### config.mk
export PLATFORM = sky130hd
export DESIGN_NAME = sequence_playback_ctrl_flat
export DESIGN_NICKNAME = d
export VERILOG_FILES = /design/src/rtl/sequence_playback_ctrl_pkg.sv /design/src/rtl/sequence_playback_ctrl_if.sv /design/src/rtl/sequence_playback_ctrl_tick_timer.sv /design/src/rtl/sequence_playback_ctrl.sv /design/src/flat_wrapper.sv
export SDC_FILE = /design/constraint.sdc
export NUM_CORES = 1
export LEC_CHECK = 0
export CAP_MARGIN = 20
export CORE_MARGIN = 2
export CORE_UTILIZATION = 46
export CTS_CLUSTER_SIZE = 16
export DETAILED_ROUTE_END_ITERATION = 8
export DONT_BUFFER_PORTS = 1
export SKIP_CTS_REPAIR_TIMING = 1
export SLEW_MARGIN = 10
export SYNTH_ARGS = -nofsm -noshare
export SYNTH_HDL_FRONTEND = slang
export SYNTH_HIERARCHICAL = 1
export SYNTH_SLANG_ARGS = --single-unit
export TNS_END_PERCENT = 20
### constraint.sdc
create_clock -name clock -period 3.8 [get_ports clock]
set_clock_uncertainty 0.05 [all_clocks]
set_input_delay 0.76 -clock clock [delete_from_list [all_inputs] [get_ports clock]]
set_output_delay 0.76 -clock clock [all_outputs]
set_load 0.02 [all_outputs]
### src/rtl/sequence_playback_ctrl_pkg.sv
`default_nettype none
// ============================================================================
// Module  : sequence_playback_ctrl_pkg
// Brief   : Shared state encodings and widths for the Genius sequence player.
// Revision: 1.0 - initial release
// ============================================================================
package sequence_playback_ctrl_pkg;

   localparam int SYM_W = 2;
   localparam int IDX_W = 4;

   // Shared with the game FSM and the button receiver, so the encodings are fixed.
   localparam logic [2:0] ST_IDLE  = 3'd0;
   localparam logic [2:0] ST_FETCH = 3'd1;
   localparam logic [2:0] ST_ON    = 3'd2;
   localparam logic [2:0] ST_GAP   = 3'd3;
   localparam logic [2:0] ST_DONE  = 3'd4;

endpackage
`default_nettype wire

### src/rtl/sequence_playback_ctrl_if.sv
`default_nettype none
// ============================================================================
// Module  : sequence_playback_ctrl_if
// Brief   : Control, ROM and display signals of the sequence playback block.
// Revision: 1.0 - initial release
// ============================================================================
interface sequence_playback_ctrl_if;
   import sequence_playback_ctrl_pkg::*;

   logic             start;
   logic             abort;
   logic [IDX_W-1:0] level;
   logic [SYM_W-1:0] symbol_in;
   logic [IDX_W-1:0] seq_index;
   logic [SYM_W-1:0] symbol_out;
   logic             show;
   logic             busy;
   logic             done;

   modport master (
      output start, abort, level, symbol_in,
      input  seq_index, symbol_out, show, busy, done
   );

   modport slave (
      input  start, abort, level, symbol_in,
      output seq_index, symbol_out, show, busy, done
   );

endinterface
`default_nettype wire

### src/rtl/sequence_playback_ctrl_tick_timer.sv
`default_nettype none
// ============================================================================
// Module  : sequence_playback_ctrl_tick_timer
// Brief   : Loadable down-counter that parks at zero and flags it.
// Revision: 1.0 - initial release
// ============================================================================
module sequence_playback_ctrl_tick_timer #(
   parameter int CNT_W = 26
) (
   input  wire logic             clock,
   input  wire logic             reset,
   input  wire logic             load,
   input  wire logic [CNT_W-1:0] load_val,
   output      logic             zero
);

   logic [CNT_W-1:0] count;

   always_ff @(posedge clock or negedge reset) begin
      if (!reset) begin
         count <= '0;
      end else if (load) begin
         count <= load_val;
      end else if (count != '0) begin
         count <= count - 1'b1;
      end
   end

   assign zero = (count == '0);

endmodule
`default_nettype wire

### src/rtl/sequence_playback_ctrl.sv
`default_nettype none
// ============================================================================
// Module  : sequence_playback_ctrl
// Brief   : Plays sequence-ROM symbols 0..level with timed show/blank phases.
// Revision: 1.0 - initial release
// ============================================================================
module sequence_playback_ctrl
   import sequence_playback_ctrl_pkg::*;
#(
   parameter int TICKS_ON  = 50_000_000,
   parameter int TICKS_OFF = 25_000_000,
   parameter int CNT_W     = 26
) (
   input  wire logic                     clock,
   input  wire logic                     reset,
   sequence_playback_ctrl_if.slave       bus
);

   localparam logic [CNT_W-1:0] ON_LOAD  = CNT_W'(TICKS_ON - 1);
   localparam logic [CNT_W-1:0] OFF_LOAD = CNT_W'(TICKS_OFF - 1);

   logic [2:0]       state;
   logic [2:0]       next_state;
   logic [IDX_W-1:0] seq_index;
   logic [IDX_W-1:0] last_idx;
   logic [SYM_W-1:0] symbol_out;
   logic             timer_load;
   logic [CNT_W-1:0] timer_load_val;
   logic             timer_zero;

   sequence_playback_ctrl_tick_timer #(
      .CNT_W (CNT_W)
   ) u_timer (
      .clock    (clock),
      .reset    (reset),
      .load     (timer_load),
      .load_val (timer_load_val),
      .zero     (timer_zero)
   );

   always_ff @(posedge clock or negedge reset) begin
      if (!reset) begin
         state <= ST_IDLE;
      end else begin
         state <= next_state;
      end
   end

   always_comb begin
      next_state = state;
      if (bus.abort) begin
         next_state = ST_IDLE;
      end else begin
         case (state)
            ST_IDLE:  if (bus.start) next_state = ST_FETCH;
            ST_FETCH: next_state = ST_ON;
            ST_ON:    if (timer_zero) next_state = ST_GAP;
            ST_GAP: begin
               // Compare before increment: level=15 ends at index 15, no wrap.
               if (timer_zero) begin
                  next_state = (seq_index == last_idx) ? ST_DONE : ST_FETCH;
               end
            end
            ST_DONE:  next_state = ST_IDLE;
            default:  next_state = ST_IDLE;
         endcase
      end
   end

   always_comb begin
      bus.show = (state == ST_ON);
      bus.busy = (state == ST_FETCH) || (state == ST_ON) || (state == ST_GAP);
      bus.done = (state == ST_DONE);
   end

   // Each timed state is entered with a fresh load, so the counter never underflows.
   always_comb begin
      timer_load     = 1'b0;
      timer_load_val = ON_LOAD;
      if (state == ST_FETCH) begin
         timer_load     = 1'b1;
         timer_load_val = ON_LOAD;
      end else if ((state == ST_ON) && timer_zero) begin
         timer_load     = 1'b1;
         timer_load_val = OFF_LOAD;
      end
   end

   always_ff @(posedge clock or negedge reset) begin
      if (!reset) begin
         seq_index  <= '0;
         last_idx   <= '0;
         symbol_out <= '0;
      end else if (bus.abort) begin
         seq_index  <= '0;
      end else begin
         case (state)
            ST_IDLE: begin
               seq_index <= '0;
               if (bus.start) last_idx <= bus.level;
            end
            ST_FETCH: symbol_out <= bus.symbol_in;
            ST_GAP: begin
               if (timer_zero && (seq_index != last_idx)) begin
                  seq_index <= seq_index + 1'b1;
               end
            end
            ST_DONE:  seq_index <= '0;
            default:  seq_index <= seq_index;
         endcase
      end
   end

   assign bus.seq_index  = seq_index;
   assign bus.symbol_out = symbol_out;

endmodule
`default_nettype wire

### src/flat_wrapper.sv
// flat-port wrapper written by rule: the top's interface ports become plain ports
module sequence_playback_ctrl_flat import sequence_playback_ctrl_pkg::*;
#(
   parameter int TICKS_ON  = 50_000_000,
   parameter int TICKS_OFF = 25_000_000,
   parameter int CNT_W     = 26
)
  (clock, reset, bus_start, bus_abort, bus_level, bus_symbol_in, bus_seq_index, bus_symbol_out, bus_show, bus_busy, bus_done);
  sequence_playback_ctrl_if bus_i ();
  input  wire logic clock;
  input  wire logic reset;
  input wire logic [$bits(bus_i.start)-1:0] bus_start;
  input wire logic [$bits(bus_i.abort)-1:0] bus_abort;
  input wire logic [$bits(bus_i.level)-1:0] bus_level;
  input wire logic [$bits(bus_i.symbol_in)-1:0] bus_symbol_in;
  output wire logic [$bits(bus_i.seq_index)-1:0] bus_seq_index;
  output wire logic [$bits(bus_i.symbol_out)-1:0] bus_symbol_out;
  output wire logic [$bits(bus_i.show)-1:0] bus_show;
  output wire logic [$bits(bus_i.busy)-1:0] bus_busy;
  output wire logic [$bits(bus_i.done)-1:0] bus_done;
  assign bus_i.start = bus_start;
  assign bus_i.abort = bus_abort;
  assign bus_i.level = bus_level;
  assign bus_i.symbol_in = bus_symbol_in;
  assign bus_seq_index = bus_i.seq_index;
  assign bus_symbol_out = bus_i.symbol_out;
  assign bus_show = bus_i.show;
  assign bus_busy = bus_i.busy;
  assign bus_done = bus_i.done;
  sequence_playback_ctrl #(.TICKS_ON(TICKS_ON), .TICKS_OFF(TICKS_OFF), .CNT_W(CNT_W)) u_core (.clock(clock), .reset(reset), .bus(bus_i));
endmodule
==> results.txt, run 1 <==
* Count of unresolved DRC violations after routing: 0
* Detailed-route wire length per cell: 14.4 um
* Fin crit share: 0.844
- The mapped netlist covers 0.00223 mm2.
- TritonCTS built the clock tree.
* Post-synthesis cell count: 235
- Total die area: 0.00543 mm2
* Final Hold Fails: 0
* Routed metal-1 wirelength: 2.31 mm
- The min-delay analysis places its worst path in the category in2async.
- Compared with the post-synthesis result, the final layout area differs by 10.4%.
- CP Capture Type: flip-flop
- Standard cell area after detailed placement: 0.00233 mm2
- Summed negative setup slack over all endpoints: 0 ns
- Total GRT Usage: 0.177
- Clock sinks: 39
* Final setup violation count: 0
- The count of nets left with antenna violations once routing finished came out at 0.
- Cell internal power was estimated by the tool at 0.952 mW.
- The critical path contains buffers and inverters numbering 2 combined.
* Worst-path maximum fanout: 33
- In this design, the stage delay of the slowest critical-path cell is 0.57 ns.
* NetSw: 0.445 mW
* Xor and xnor area share after synthesis: 0.0862
* DIE HEIGHT: 73.7 um
- For the worst setup path, the data required time is 3.91 ns.
* Total Power Consumption: 1.40 mW
* Number of standard cells in the final layout excluding fillers: 305
- The floorplan step defined a core boundary enclosing 0.00469 mm2.
- Element type at the critical path start: flip-flop
- # placed instances: 297
* Number of flops mapped to enable cells by yosys: 0
* Number of CTS-inserted buffers: 5
- DR WL met2: 1.90 mm
- 19 I/O pins were placed.
* Fraction of post-synthesis cell area in the top cell type by area: 0.437
- Walking the worst path, the cells encountered are inv_1 > ha_1 > or4b_1 > nor4_1 > and3_1 > nand2_1 > mux2_2 > nor2_2 > buf_4 > or2_2 > o21ai_0.
- In this run the static leakage power is 1.00 nW.
- Number of global-route vias before repair: 1560
- Worst-path clk slew: 0.08 ns
- Delay-heaviest family, CP: simple AND/OR/NAND/NOR gates
- Simple-gate portion of the synthesized area: 0.254
- The smallest clock period supported by the final layout is computed as 3.21 ns.
- Maximum achievable frequency: 0.312 GHz
- The post-synthesis compound-gate area fraction came to 0.106.
- 1st-iter DRT viols: 66
* Sequential fraction of the synthesis area: 0.437
- By area, the combinational part of the netlist is dominated by simple AND/OR/NAND/NOR gates.
- In this run, synthesis produced a sequential element count of 39.
- Initial antenna violation count: 0
- Setup repair after global routing left no endpoint under its margin.
- Measured against its own limit, the worst slew margin works out to 0.603.
- For the worst-skew pair, the clock arrives at the later sink with an insertion delay of 0.29 ns.
* Max Root-Sink Buffers: 2
- Data arrives at the worst endpoint at 3.32 ns.
- The flow ran to the end, and the final reports show no timing, DRC or antenna violations.
* Total number of vias: 1647
- Avg Vias per Cell: 5.40
- During synthesis, Yosys emitted a total of 6 warnings.
* Root buffer cell: clkbuf_8
- Maximum VDD drop: 0.000219 V
* Highest signal layer in the routed design: met4
* Fraction of final layout cells sized beyond drive strength 1: 0.131
* Total iterations of the first detailed-routing run: 4
- 0 antenna diodes ended up in the layout.
- In the synthesized netlist the dominant register cell turns out to be dfrtp_1.
* Total of max-cap violations: 0
- The floorplan has 25 rows.
- Share of power burned in registers: 0.463
- Routability-driven placement finished with a final weighted congestion of 0.785.
* Library cell occupying the most area in the post-synthesis netlist: dfrtp_1
- Input and output buffers added on the ports amount to 0.
* Share of the core filled with cells in the final layout: 0.526
- For this block, the routed nets add up to 4.38 mm of wire.
* Switching share of total power: 0.319
* Global-route wire length before repair: 7.38 mm
* Initial Utilization: 0.476
* Width of the chip: 73.7 um
- Power spread over the standard cell area amounts to 567 mW/mm2.
- Pin count of the biggest net entering global routing: 40
- Total half-perimeter wirelength after legalization and detailed placement: 3.04 mm
- Class of the most critical setup path: reg2reg
- Remaining global-route overflow: 0
* Share of cell area taken by muxes after synthesis: 0.0677
- Summed over all nets, wire length on met3 after detailed routing comes to 123 um.
- Proportion of synthesized flip-flops having asynchronous set or reset: 1.00
* Cell with the largest stage delay on the worst path: or4b_1
- Of the total synthesized cell area, the portion taken by full adders, half adders and majority gates is 0.0112.
- Number of levels the H-tree was split into: 2
- The share of total power dissipated in the clock network is 0.297.
* Finished Cell Area: 0.00247 mm2
* Biggest area contributors in the synthesized netlist: dfrtp_1, nand2_1, mux2_2
- The count of pins over their slew limit came to 0.
* Number of fill cells: 435
- Combinational power share: 0.240
* Number of distinct library cell variants in the gate-level netlist after synthesis: 45
* Worst slew pin tran: 0.593 ns
- Avg Synthesized Cell Area: 9.51 um2
- Number of nets in the finished design: 262
==> area by class of cell <==
type                            instances  area (um2)  share of cell area
Sequential cell                        39         976               0.396
Clock buffer                            5        68.8              0.0279
Clock inverter                          3        67.6              0.0274
Multi-Input combinational cell        195        1240               0.503
Inverter                                6        22.5             0.00913
Tap cell                               54        67.6              0.0274
Timing Repair Buffer                    3        22.5             0.00913
==> worst reg2reg max path: stages (launching register included) <==
cell	delay (ns)
dfrtp_1	0.38
inv_1	0.09
ha_1	0.19
or4b_1	0.57
nor4_1	0.28
and3_1	0.26
nand2_1	0.08
mux2_2	0.27
nor2_2	0.10
buf_4	0.32
or2_2	0.34
o21ai_0	0.14
==> per-layer routing <==
| layer | up-vias | GRT usage |
|---|---|---|
| met5 | - | 0 |
| met4 | 0 | 0.0545 |
| met3 | 4 | 0.0302 |
| met2 | 25 | 0.264 |
| met1 | 772 | 0.261 |
| li1 | 846 | - |
==> cell usage in the layout (no fill, tap or decap), types with 2 or more instances in the layout <==
| cell type | instances |
|---|---|
| ha_1 | 2 |
| o21ai_0 | 14 |
| clkbuf_8 | 5 |
| a21oi_1 | 5 |
| a31oi_1 | 2 |
| nor2_1 | 18 |
| xor2_1 | 11 |
| and2_1 | 3 |
| xnor2_1 | 11 |
| inv_1 | 5 |
| nand2_1 | 30 |
| or4b_1 | 3 |
| mux2_2 | 9 |
| buf_4 | 3 |
| and3_1 | 3 |
| mux2i_1 | 5 |
| dfrtp_1 | 39 |
| o31ai_1 | 5 |
| bufinv_16 | 2 |
| or2_2 | 3 |
| nor2b_1 | 2 |
| conb_1 | 17 |
| nor3_1 | 9 |
| or3_1 | 7 |
| nand4_1 | 3 |
| nand3_1 | 7 |
| nor4_1 | 8 |
==> flip-flops by register name (all words and copies together) (netlist names) <==
signal and count:
u_core/state 3, u_core/bus.seq_index 4, u_core/bus.symbol_out 2, u_core/last_idx 4, u_core/u_timer/count 26
==> Yosys cell counts, types with 2 or more instances <==
cell      instances
o31ai_1           5
xor2_1           11
ha_1              2
mux2i_1           5
a31oi_1           2
inv_1             5
and3_1            3
or4b_1            3
dfrtp_1          39
nor2_1           19
and2_1            3
nor3_1            9
nand3_1           7
buf_4             3
xnor2_1          11
nand2_1          30
nor2b_1           2
or3_1             7
mux2_2            9
a21oi_1           5
nand4_1           3
nor4_1            8
clkbuf_1          3
or2_2             3
buf_2             4
conb_1            2
o21ai_0          14
==> through the flow <==
stage | hold WS, ns | setup slack [ns]
2_1_floorplan | 0.414 | 0.785
3_3_place_gp | 0.415 | 0.708
3_5_place_dp | 0.415 | 0.602
4_1_cts | 0.0960 | 0.583
5_1_grt | 0.0850 | 0.341
6_report | 0.108 | 0.593
==> logic make-up (layout without fill, tap and decap cells) <==
kind of cell	Yosys count	in the layout
AOI/OAI and AO/OA	35	35
xor gates and xnor gates	22	22
adders and majority gates	2	2
buffers and inverters	16	17
DFF	39	39
muxes	14	14
other	2	17
and+or+nand+nor	105	105
==> power groups by stage <==
stage / Clock [mW] / Sequential, mW / Combinational, mW
finish: 0.415 / 0.647 / 0.335
CTS: 0.426 / 0.647 / 0.337
floorplan: 0 / 0.628 / 0.286
detailed placement: 0 / 0.653 / 0.336
global route: 0.444 / 0.668 / 0.381
global placement: 0 / 0.652 / 0.333
==> path summary, 6_finish.rpt <==
kind | depth (start not counted) | from | end | slack [ns]
min reg2reg | 1 | u_core/last_idx[2] | u_core/last_idx[2] | 0.48
min in group clock | 1 | u_core/last_idx[2] | u_core/last_idx[2] | 0.48
max in group asynchronous | 0 | reset | u_core/u_timer/count[3] | 3.51
max reg2reg | 11 | u_core/u_timer/count[0] | u_core/u_timer/count[10] | 0.59
max | 11 | u_core/u_timer/count[0] | u_core/u_timer/count[10] | 0.59
min | 0 | reset | u_core/u_timer/count[2] | 0.11
Power figures use the tool's default switching activity.
==> run 2, diff against run 1 <==
clock period = 3.2 ns   (was 3.8 ns; I/O delays follow)
==> run 2 against run 1 <==
Critical path depth did not move; via count grew 3.2%; fmax increased by 9.3%; sequential share of layout area is 0.24 points lower; sequential cell count stayed put; die area unchanged; worst setup slack got worse by 0.33 ns; final cell count grew 1.6%; power increased by 7.9%; worst hold slack improved by 0.022 ns; clock-buffer cell count rose by 1; first-iteration DRC count increased by 130%; largest cell class unchanged.
==> results.txt, run 2 (synthesized netlist as in run 1, its figures left out) <==
* Width of the chip: 73.7 um (unchanged)
- The TritonCTS clock tree is built (unchanged).
* Fraction of final layout cells sized beyond drive strength 1: 0.145 (was 0.131)
- Remaining max-slew budget at the tightest pin: 0.663 (was 0.603)
- Number of nets in the finished design: 269 (was 262)
- Worst setup startpoint: u_core/u_timer/count[0] (unchanged)
- The antenna violation net count after detailed routing is 0 (unchanged).
- The sum of routed wire length over all layers was 4.71 mm (was 4.38 mm).
* Most frequent standard cell in the layout excluding fill and tap cells: dfrtp_1 (unchanged)
* Count of port buffers added during placement: 0 (unchanged)
* R2R Setup Slk: 0.27 ns (was 0.59 ns)
- Syn-to-layout area delta: 11.0% (was 10.4%)
- Largest registers: u_core/u_timer/count x26, u_core/bus.seq_index x4, u_core/last_idx x4 (unchanged).
* Count of boundary I/O pins: 19 (unchanged)
- Total number of vias: 1699 (was 1647)
- The number of buffers on the longest clock path came to 2 (unchanged).
- The number of detailed-route iterations in the first pass is 4 (unchanged).
* 1st-iter DRT viols: 155 (was 66)
- The number of H-tree branching levels came to 2 (unchanged).
* Maximum achievable frequency: 0.341 GHz (was 0.312 GHz)
- Number of global-route vias before repair: 1679 (was 1560)
* Element type at the critical path start: flip-flop (unchanged)
- Latest clock arrival within the worst-skew pair: 0.28 ns (was 0.29 ns)
- The depth of the worst register-to-register path was 11 (unchanged).
* Area of the core: 0.00469 mm2 (unchanged)
* Final Hold Fails: 0 (unchanged)
* DIE HEIGHT: 73.7 um (unchanged)
* # placed instances: 303 (was 297)
* Unrepaired setup endpoints after global routing: yes (was no)
- The remaining global-route overflow came to 0 (unchanged).
- The total routing usage reported by global routing is 0.196 (was 0.177).
- Total of max-cap violations: 0 (unchanged)
- Slowest Stage Delay on Critical Path: 0.47 ns (was 0.57 ns)
- The detailed-route vias per instance came to 5.48 (was 5.40).
- Commonest cells after routing, fill and taps aside: dfrtp_1, nand2_1, nor2_1 (unchanged)
* Data required time of the critical path: 3.31 ns (was 3.91 ns)
* Placer Congestion: 0.829 (was 0.785)
- The slew at the pin closest to its max-slew limit is 0.499 ns (was 0.593 ns).
* Number of CTS-inserted buffers: 5 (unchanged)
- Pin count of the biggest net entering global routing: 40 (unchanged)
- Leakage dissipation: 1.02 nW (was 1.00 nW)
* Summed negative setup slack over all endpoints: 0 ns (unchanged)
- WP data arrival: 3.04 ns (was 3.32 ns)
* Number of standard cells in the final layout excluding fillers: 310 (was 305)
* Worst-path maximum fanout: 10 (was 33)
- Root buffer cell: clkbuf_8 (unchanged)
* Total half-perimeter wirelength after legalization and detailed placement: 3.35 mm (was 3.04 mm)
- Final number of max-transition violations: 0 (unchanged)
- The sort of element at the end of the critical path was a flip-flop (unchanged).
- The number of flip-flops in the largest register came to 26 (unchanged).
- The register name with the most flops is u_core/u_timer/count (unchanged).
- The endpoint of the lowest-slack register-to-register path was u_core/u_timer/count[21] (was u_core/u_timer/count[10]).
- Outcome: finished clean (unchanged).
- The number of placement rows is 25 (unchanged).
* Shortest clock period the worst path allows after layout: 2.93 ns (was 3.21 ns)
- Maximum VDD drop: 0.000329 V (was 0.000219 V)
* Power Dens Cells: 607 mW/mm2 (was 567 mW/mm2)
- Detailed-route wire length per cell: 15.2 um (was 14.4 um)
* Clock sinks: 39 (unchanged)
* Initial antenna violation count: 0 (unchanged)
* Count of unresolved DRC violations after routing: 0 (unchanged)
* R2R Path Start: u_core/u_timer/count[0] (unchanged)
- The path class of the lowest-slack min-delay path is in2async (unchanged).
- Total die area: 0.00543 mm2 (unchanged)
* CP endpoint: u_core/u_timer/count[21] (was u_core/u_timer/count[10])
- Initial Utilization: 0.476 (unchanged)
- The final-report setup violation count is 0 (unchanged).
- The wire length of the first global-routing pass came to 8.18 mm (was 7.38 mm).
- Ordered cell list for the critical path: inv_1 > ha_1 > or4b_1 > nor4_1 > and3_1 > nand2_1 > mux2_2 > nor2_2 > clkinv_1 > a31oi_1 > o31ai_1 (was inv_1 > ha_1 > or4b_1 > nor4_1 > and3_1 > nand2_1 > mux2_2 > nor2_2 > buf_4 > or2_2 > o21ai_0)
- The slowest stage cell on the critical path is or4b_1 (unchanged).
- The final worst-path cycle share was 0.917 (was 0.844).
- Worst-path clk slew: 0.07 ns (was 0.08 ns)
- Antenna cells: 0 (unchanged)
* Class of the most critical setup path: reg2reg (unchanged)
==> run 2: power by group <==
group,switching [mW],internal [mW],total [mW]
clock,0.156,0.145,0.301
combinational,0.223,0.208,0.431
sequential,0.149,0.626,0.775
==> run 2: cell type report <==
type | count | area [um2]
fill | 425 | 2210
timing repair buffer | 10 | 98.8
clock buffer | 6 | 72.6
tap | 54 | 67.6
sequential | 39 | 976
inverter | 6 | 22.5
multi-input combinational | 195 | 1240
==> run 2: how the worst min path moves through the flow <==
stage	from	to	slack (ns)	cells after the start
global route	reset	u_core/bus.symbol_out[0]	0.13	1
finish	reset	u_core/u_timer/count[19]	0.13	1
detailed placement	reset	u_core/u_timer/count[21]	0.30	0
global placement	reset	u_core/u_timer/count[22]	0.30	0
floorplan	reset	u_core/bus.seq_index[0]	0.29	0
CTS	reset	u_core/u_timer/count[20]	-0.01	0
==> run 2: metal layers <==
| layer | vias up | GRT usage | share of wire | routed length, um |
|---|---|---|---|---|
| met4 | 0 | 0.0545 | 0.0057 | 27 |
| met2 | 39 | 0.296 | 0.45 | 2100 |
| met3 | 2 | 0.0439 | 0.046 | 216 |
| li1 | 855 | - | - | - |
| met5 | - | 0 | 0 | 0 |
| met1 | 803 | 0.283 | 0.50 | 2360 |
==> run 2: per-stage QoR <==
step	power [mW]	instance area (um2)	hold WS [ns]	util	setup WS [ns]
after detailed placement	1.20	2370	0.295	0.506	0.196
after global routing	1.63	2480	0.131	0.529	-0.0123
final	1.51	2480	0.131	0.529	0.267
after CTS	1.51	2450	-0.0126	0.522	0.184
after floorplan	1.08	2290	0.294	-	0.185
after global placement	1.20	2370	0.295	0.506	0.234
==> run 2: worst max-delay path: cells and delay by family, from the launching register on <==
family	cells	cell delay, ns
simple gates	5	1.18
buf+inv	2	0.39
compound gates	2	0.34
flops	1	0.38
mux	1	0.28
fa+ha+maj	1	0.20
==> run 3, diff against run 2 <==
GPL_TIMING_DRIVEN = 0   (was not set)
==> run 3 against run 2 <==
First-iteration DRC count fell by 38%; combinational power rose by 1%; sequential share of layout area fell by 1.6 points; design area rose by 4.3%; wire length rose by 3.1%; clock power rose by 62%; worst setup slack got worse by 0.043 ns; sequential power fell by 0.9%; fmax fell by 1.4%; non-clock buffer count rose by 5.
==> results.txt, run 3 (synthesized netlist as in run 1, its figures left out) <==
- Most frequent standard cell in the layout excluding fill and tap cells: dfrtp_1 (unchanged)
* Most flop-heavy register: u_core/u_timer/count (unchanged)
- Shortest clock period the worst path allows after layout: 2.98 ns (was 2.93 ns)
* Switching share of total power: 0.322 (was 0.350)
- Element type at the critical path start: flip-flop (unchanged)
- The wire length of the first global-routing pass was 7.87 mm (was 8.18 mm).
* Worst r2r dst: u_core/u_timer/count[18] (was u_core/u_timer/count[21])
- Count of port buffers added during placement: 0 (unchanged)
- The TritonCTS clock tree is built (unchanged).
* Total Power Consumption: 1.69 mW (was 1.51 mW)
* Max reg flops: 26 (unchanged)
- The number of H-tree branching levels came to 2 (unchanged).
- The sum of routed wire length over all layers is 4.85 mm (was 4.71 mm).
- The final antenna diode count was 0 (unchanged).
- The total net switching power came to 0.545 mW (was 0.528 mW).
- The number of max-cap violations came to 0 (unchanged).
- The clock edge transition at the registers on the reported setup and hold paths came to 0.08 ns (was 0.07 ns).
- The HPWL reported at the end of detailed placement is 3.29 mm (was 3.35 mm).
- Number of fill cells: 430 (was 425)
- Commonest cells after routing, fill and taps aside: dfrtp_1, nand2_1, nor2_1 (unchanged).
* 1st-iter DRT viols: 96 (was 155)
- The number of hold violations in the final report is 0 (unchanged).
- The fraction of final layout cells sized beyond drive strength 1 came to 0.186 (was 0.145).
* Leakage dissipation: 1.07 nW (was 1.02 nW)
- Sequential cell area in the final layout: 976 um2 (unchanged)
* Finished Cell Area: 0.00259 mm2 (was 0.00248 mm2)
- Placement row count: 25 (unchanged)
- The required time at the worst-slack endpoint was 3.36 ns (was 3.31 ns).
- Maximum VDD drop: 0.000299 V (was 0.000329 V)
- The path class of the lowest-slack min-delay path is in2async (unchanged).
- The detailed-route vias per instance is 5.43 (was 5.48).
* Remaining max-slew budget at the tightest pin: 0.589 (was 0.663)
* Part of the power in the clock network: 0.289 (was 0.200)
- Outcome: finished clean (unchanged)
- Final number of max-transition violations: 0 (unchanged)
* Largest registers: u_core/u_timer/count x26, u_core/bus.seq_index x4, u_core/last_idx x4 (unchanged)
* Internal power of the cells: 1.15 mW (was 0.979 mW)
- Number of CTS-inserted buffers: 5 (unchanged)
* DIE HEIGHT: 73.7 um (unchanged)
- Power Dens Cells: 654 mW/mm2 (was 607 mW/mm2)
- Share of power burned in registers: 0.454 (was 0.514)
- Pin count of the biggest net entering global routing: 40 (unchanged)
* Detailed-route wire length per cell: 15.3 um (was 15.2 um)
* Number of global-route vias before repair: 1636 (was 1679)
* Combinational power share: 0.257 (was 0.286)
* Antenna Nets Post-Route: 0 (unchanged)
* Root buffer cell: clkbuf_8 (unchanged)
* WP data arrival: 3.14 ns (was 3.04 ns)
* Total die area: 0.00543 mm2 (unchanged)
- The number of nets in the finished design was 274 (was 269).
- Count of boundary I/O pins: 19 (unchanged)
* Total number of vias: 1722 (was 1699)
- The setup slack on the worst flop-to-flop path came to 0.22 ns (was 0.27 ns).
* Total GRT Usage: 0.192 (was 0.196)
- The total area of multi-input combinational cells was 0.00126 mm2 (was 0.00124 mm2).
- The core box area came to 0.00469 mm2 (unchanged).
- The initial antenna violation count came to 0 (unchanged).
* Worst slew pin tran: 0.614 ns (was 0.499 ns)
- Class of the most critical setup path: reg2reg (unchanged)
- Placer Congestion: 0.887 (was 0.829)
* Fin crit share: 0.930 (was 0.917)
* Syn-to-layout area delta: 15.8% (was 11.0%)
- The number of buffers on the longest clock path was 2 (unchanged).
* Maximum achievable frequency: 0.336 GHz (was 0.341 GHz)
* CP Capture Type: flip-flop (unchanged)
- The maximum fanout count along the critical path was 10 (unchanged).
- Initial Utilization: 0.476 (unchanged)
- Standard cell area after detailed placement: 0.00236 mm2 (was 0.00237 mm2)
- The depth of the worst register-to-register path came to 13 (was 11).
- Count of unresolved DRC violations after routing: 0 (unchanged)
- Remaining global-route overflow: 0 (unchanged)
- Final setup violation count: 0 (unchanged)
* Clock sinks: 39 (unchanged)
- The critical register-to-register path startpoint is u_core/u_timer/count[0] (unchanged).
- The clock latency on the worst-skew pair came to 0.29 ns (was 0.28 ns).
* Total iterations of the first detailed-routing run: 4 (unchanged)
- Unrepaired setup endpoints after global routing: no (was yes).
* Width of the chip: 73.7 um (unchanged)
## run 3: critical path, cell delays in order, from the launching register on
cell	delay, ns
dfrtp_1	0.38
inv_1	0.09
ha_2	0.20
or4b_1	0.42
buf_2	0.18
nor4_2	0.20
and3_2	0.24
nand2_1	0.08
mux2_2	0.30
nor2_4	0.20
buf_4	0.15
buf_2	0.23
nand2_1	0.08
o211ai_1	0.09
## run 3: area by class of cell
type / count / area share
multi-input combinational: 195 / 0.488
sequential: 39 / 0.377
clock buffer: 6 / 0.0280
buffer: 10 / 0.0266
tap: 54 / 0.0261
clock inverter: 2 / 0.0232
timing repair buffer: 5 / 0.0222
inverter: 6 / 0.00870
## run 3: power by group through the flow
stage | sequential, mW | combinational, mW | clock [mW]
after floorplan | 0.746 | 0.339 | 0
after global placement | 0.772 | 0.401 | 0
after detailed placement | 0.776 | 0.407 | 0
after CTS | 0.767 | 0.412 | 0.500
after global routing | 0.790 | 0.496 | 0.526
final | 0.768 | 0.436 | 0.489
## run 3: worst max-delay path by stage
stage	startpoint	end	slack, ns
floorplan	u_core/u_timer/count[0]	u_core/u_timer/count[2]	0.19
global placement	u_core/u_timer/count[0]	u_core/u_timer/count[2]	-0.39
detailed placement	u_core/u_timer/count[0]	u_core/u_timer/count[5]	-0.42
CTS	u_core/u_timer/count[0]	u_core/u_timer/count[2]	-0.43
global route	u_core/u_timer/count[10]	u_core/u_timer/count[11]	0.0004
finish	u_core/u_timer/count[0]	u_core/u_timer/count[18]	0.22
## run 3: metrics by stage
step | setup WS, ns | instances | util | hold WS (ns) | setup TNS [ns]
floorplan | 0.185 | 250 | - | 0.294 | 0
global placement | -0.385 | 304 | 0.503 | 0.295 | -3.72
finish | 0.223 | 317 | 0.552 | 0.126 | 0
CTS | -0.432 | 312 | 0.531 | -0.0250 | -5.09
detailed placement | -0.425 | 304 | 0.503 | 0.295 | -4.96
global route | 0.000429 | 317 | 0.552 | 0.124 | 0
## run 3: metal layers
metal  GRT usage  part of all wire  vias to the layer above
met1       0.263              0.47                      818
met2       0.306              0.48                       35
li1            -                 -                      863
met5           0                 0                        -
met3      0.0302             0.037                        6
met4      0.0727             0.012                        0
